$ cat src/rtl/prog_freq_div_pkg.sv
// Shared types for the programmable frequency divider: output modes, FSM states,
// and a helper that converts a reload value into its division ratio.
package freq_div_pkg;

  typedef enum logic [1:0] {
    PULSE   = 2'b00,
    SQUARE  = 2'b01,
    ONESHOT = 2'b10
  } fd_mode_e;

  typedef enum logic [1:0] {
    IDLE = 2'b00,
    RUN  = 2'b01,
    DONE = 2'b10
  } fd_state_e;

  // N = 2^width - reload; a reload of 0 gives the full 2^width period.
  function automatic int unsigned calc_div_ratio(input int unsigned width,
                                                 input int unsigned reload);
    int unsigned full;
    full = 32'd1 << width;
    return full - reload;
  endfunction

endpackage

$ cat src/rtl/prog_freq_div_reload_counter.sv
// Up-counter that loads a start value and saturates at all-ones; the caller
// decides whether terminal count reloads or holds.
module reload_counter #(
  parameter int WIDTH = 9
) (
  input  logic             clk,
  input  logic             rst,
  input  logic             load,
  input  logic [WIDTH-1:0] load_val,
  input  logic             inc,
  output logic             at_max
);

  localparam logic [WIDTH-1:0] ONE = {{(WIDTH-1){1'b0}}, 1'b1};

  logic [WIDTH-1:0] cnt_q;

  always_ff @(posedge clk or posedge rst) begin
    if (rst) begin
      cnt_q <= '0;
    end else if (load) begin
      cnt_q <= load_val;
    end else if (inc && !at_max) begin
      cnt_q <= cnt_q + ONE;
    end
  end

  assign at_max = &cnt_q;

endmodule

$ cat src/rtl/prog_freq_div.sv
// Programmable divider: reload counter plus a small FSM that turns terminal
// counts into pulses, a 50% square wave, or a single one-shot event.
module prog_freq_div
  import freq_div_pkg::*;
#(
  parameter int WIDTH = 9
) (
  input  logic             clk,
  input  logic             rst,
  input  logic             en,
  input  logic             ld,
  input  logic [WIDTH-1:0] reload_in,
  input  logic [1:0]       mode,
  input  logic             start,
  output logic             tc,
  output logic             wave_out,
  output logic             done,
  output logic             busy
);

  logic [WIDTH-1:0] reload_q;
  logic [1:0]       mode_q;
  fd_state_e        state_q;
  logic             wave_q;

  logic             w_at_max;
  logic             w_tc;
  logic             w_is_square;
  logic             w_is_oneshot;
  logic             w_retrigger;
  logic             w_cnt_load;
  logic [WIDTH-1:0] w_cnt_load_val;
  logic             w_cnt_inc;

  // Reserved mode 2'b11 falls through to pulse behaviour.
  assign w_is_square  = (mode_q == SQUARE);
  assign w_is_oneshot = (mode_q == ONESHOT);

  assign w_tc        = (state_q == RUN) && en && w_at_max && !ld;
  assign w_retrigger = (state_q == DONE) && start && w_is_oneshot;

  // A one-shot terminal count leaves the counter parked at all-ones.
  assign w_cnt_load     = ld || (w_tc && !w_is_oneshot) || w_retrigger;
  assign w_cnt_load_val = ld ? reload_in : reload_q;
  assign w_cnt_inc      = (state_q == RUN) && en;

  reload_counter #(
    .WIDTH (WIDTH)
  ) u_cnt (
    .clk      (clk),
    .rst      (rst),
    .load     (w_cnt_load),
    .load_val (w_cnt_load_val),
    .inc      (w_cnt_inc),
    .at_max   (w_at_max)
  );

  always_ff @(posedge clk or posedge rst) begin
    if (rst) begin
      reload_q <= '0;
      mode_q   <= PULSE;
      state_q  <= IDLE;
      wave_q   <= 1'b0;
    end else if (ld) begin
      reload_q <= reload_in;
      mode_q   <= mode;
      wave_q   <= 1'b0;
      state_q  <= RUN;
    end else begin
      case (state_q)
        RUN: begin
          if (w_tc) begin
            if (w_is_oneshot) begin
              state_q <= DONE;
            end else if (w_is_square) begin
              wave_q <= ~wave_q;
            end
          end
        end
        DONE: begin
          if (w_retrigger) begin
            state_q <= RUN;
          end
        end
        default: begin
          state_q <= state_q;
        end
      endcase
    end
  end

  assign tc       = w_tc;
  assign wave_out = wave_q;
  assign done     = (state_q == DONE);
  assign busy     = (state_q == RUN);

endmodule
$ cat config.mk
export PLATFORM = sky130hd
export DESIGN_NAME = prog_freq_div
export DESIGN_NICKNAME = d
export VERILOG_FILES = /design/src/rtl/prog_freq_div_pkg.sv /design/src/rtl/prog_freq_div_reload_counter.sv /design/src/rtl/prog_freq_div.sv
export SDC_FILE = /design/constraint.sdc
export NUM_CORES = 1
export LEC_CHECK = 0
export CAP_MARGIN = 20
export CORE_UTILIZATION = 55
export DETAILED_ROUTE_END_ITERATION = 10
export PLACE_DENSITY_LB_ADDON = 0.12
export SLEW_MARGIN = 30
export SYNTH_ARGS = -nofsm -noshare
export SYNTH_HDL_FRONTEND = slang
export SYNTH_SLANG_ARGS = --single-unit
$ cat constraint.sdc
create_clock -name clk -period 3.3 [get_ports clk]
set_input_delay 0.66 -clock clk [delete_from_list [all_inputs] [get_ports clk]]
set_output_delay 0.66 -clock clk [all_outputs]
set_load 0.03 [all_outputs]
==> summary.txt <==
Floorplanning
  – Die X: 48.3 microns
  – I/O pins: 20
  – Initial Util: 59.5%
  – # rows: 16
  – Die area: ~2300 sq um
  – Die Y: 48.3 microns
  – Core area: 1980 sq um

Worst setup path
  – Setup crit end kind: output pin
  – Worst EP required: 2.64 ns
  – Most Frequent Cell on Critical Path: nor2_1
  – Worst endpoint data arrival time: about 2.1 ns
  – Cell Chain, Critical Path: and4_1 -> nand2_1 -> nor2_1 -> ha_1 -> nand4b_1 -> nor2_1 -> dlymetal6s2s_1
  – Startpoint Class: flip-flop
  – Worst path bufs/invs: 1
  – Crit-path slowest cell: dfrtp_1
  – Crit Path Class: reg -> out
  – Worst-path maximum fanout: 6
  – Family with the most delay on the worst path: simple AND/OR/NAND/NOR gates
  – Worst path max stage delay: 0.46 ns

Clock network
  – Cts hold-fix bufs: 0
  – Root Driver: clkbuf_4
  – Clock Sinks: 23
  – Max clock buf depth: 2
  – Clk_lat worst skew: ~0.30 ns
  – Setup Buffers After CTS: 0
  – TritonCTS clock tree: built
  – Clock-pin slew on the worst setup and hold paths: 0.12 ns
  – H-tree levels: 1
  – Cts bufs inserted: 3

Timing
  – Final WS setup: around 0.57 ns
  – Setup violators final: 0
  – RSZ-0062 raised after global routing: no
  – Worst slew pin tran: 0.649 ns
  – Min Tclk post-route: 2.73 ns
  – Achievable Freq: 366 MHz
  – Fin crit share: 82.8%
  – Worst Skew: 0.00363 ns
  – Setup TNS: 0 ns
  – Fin. max-slew vios: 0
  – Relative max-transition margin: ~57%
  – Final hold viol count: 0

Logic synthesis
  – Register area share after synthesis: between 40% and 50%
  – #FFs+latches synth: 23
  – Syn avg cell area: 11.0 sq um
  – Net Count, Synth: 125
  – Synth top area share: 48.8%
  – Synth top area cells: dfrtp_1, mux2_2, nand3_1
  – Mapped Area: 1180 sq um
  – Syn Inst Count: about 110
  – Area leader, netlist: dfrtp_1
  – Main synth FF type: dfrtp_1
  – Netlist cell types: 35
  – Most numerous cell in the Yosys netlist: dfrtp_1
  – Warnings, synthesis: 0
  – Number of synthesized flops with an enable pin: 0
  – Post-synthesis async set-or-reset flop share: 100%
  – Most common library cells after synthesis: dfrtp_1, nand3_1, mux2_2

Power and ir drop
  – Total power draw: ~0.56 mW
  – Lkg Pwr: 0.608 nW
  – PwrDens: 400 nW/um^2
  – Worst VDD drop: around 0.26 mV

Placement
  – DP Cell Count: 149
  – GP Congestion: 0.817
  – Port Buffer Count: 19
  – Detail Placement HPWL: about 1600 microns
  – Place WS: 0.462 ns

Drt
  – Via Count: 878
  – Initial DRC count: 13
  – Total wire length: 2240 microns
  – TritonRoute pass-1 iters: 4
  – Post-route ant nets: 0
  – Drt wl/cell: 14.6 microns
  – Drc violations: 0
  – Routed vias/inst: 5.74

Finish
  – Non-Filler Instances: 153
  – Area of the multi-input gates: about 560 sq um
  – Final Net Count: 145
  – Storage element area: 576 sq um
  – Fillers: ~150
  – Final core occ: between 70% and 80%
  – Diode count: 0
  – Layout cells sized above 1: 12.7%
  – Area growth from synthesis to layout: 19.5%

GRT
  – M3 GR Usage: 3.14%
  – Met2 Use GR: 34.5%
  – Initial antenna violation count: 0
  – Pin count of the biggest net entering global routing: 24
  – Gr busiest metal: met2
  – First-pass GRT wire length: 3760 microns
  – Grt met1 use: 28.2%
  – Total track usage: 20.9%
  – GRT Residual Overflow: 0
  – Vias in the first global route: 852

Hold path
  – Worst hold path type: reg -> reg

Run status
  – Status: complete, no violations

Job
  – Max Cap Violations: 0
-- area by class of cell --
cell class	instances	area share, %
Inverter	4	1.06
Tap cell	27	2.40
Sequential cell	23	40.8
Multi-Input combinational cell	75	39.7
Timing Repair Buffer	20	14.2
Clock buffer	4	1.86
-- worst reg2reg max path, stage by stage, from the launching register on --
cell	delay (ns)
dfrtp_1	0.46
ha_1	0.26
nand2_1	0.11
nor2_1	0.07
ha_1	0.20
and4b_1	0.24
a221oi_4	0.62
nand2_1	0.17
o221a_2	0.30
-- registers in the layout, indices dropped and copies added, names as in the netlist --
signal and cells:
mode_q 2, state_q 2, reload_q 9, u_cnt.cnt_q 9, wave_out 1
-- final timing paths --
| kind | startpoint | endpoint | slack [ns] | cells past startpoint |
|---|---|---|---|---|
| max | u_cnt.cnt_q[2] | tc | 0.57 | 7 |
| min | reload_q[3] | reload_q[3] | 0.51 | 1 |
| max reg2reg | u_cnt.cnt_q[0] | u_cnt.cnt_q[0] | 0.78 | 8 |
| min reg2reg | reload_q[3] | reload_q[3] | 0.51 | 1 |
| max in group asynchronous | rst | reload_q[8] | 2.29 | 2 |
| min in group asynchronous | rst | reload_q[5] | 0.68 | 2 |
-- where the power goes --
group / total (mW) / internal, mW / switching [mW]
logic: 0.102 / 0.0558 / 0.0462
clock network: 0.127 / 0.0471 / 0.0799
registers: 0.335 / 0.311 / 0.0241
total: 0.564 / 0.414 / 0.150
-- cell families after synthesis --
| logic type | synth area share (%) |
|---|---|
| AO/OA/AOI/OAI | 10.5 |
| flip-flops | 48.8 |
| multiplexers | 10.3 |
| XOR/XNOR | 3.71 |
| AND/OR/NAND/NOR | 20.8 |
| adder cells (fa/ha/maj) | 2.12 |
| buffers and inverters | 3.82 |
-- cells in the final DEF, fill, tap and decap left out, types with 2 or more instances in the layout --
cell type / count
dfrtp_1: 23
clkdlybuf4s50_1: 18
nand3_1: 10
mux2_2: 9
nand2_1: 7
nor2_1: 7
nand2b_1: 7
inv_1: 3
xnor2_1: 3
o211ai_1: 3
clkbuf_4: 3
a22o_1: 2
mux2i_1: 2
o32ai_1: 2
a21o_1: 2
xor2_1: 2
ha_1: 2
-- metrics by stage --
stage	instance area [sq um]	hold WS [ns]
floorplan	1180	0.447
global placement	1380	0.480
detailed placement	1380	0.482
CTS	1410	0.513
global route	1410	0.525
finish	1410	0.510
-- repair_timing --
action                     in CTS  in global routing
resized for setup               0                  1
setup endpoints to repair       0                  1
hold endpoints to repair        0                  0
-- routing by layer --
layer	wire, microns	share of wire, %	up-vias
met3	91	4.1	4
li1	-	-	421
met4	29	1.3	0
met1	1020	46	423
met2	1090	49	30
met5	0	0	-
Note: power is estimated with default switching activity, not from simulation.
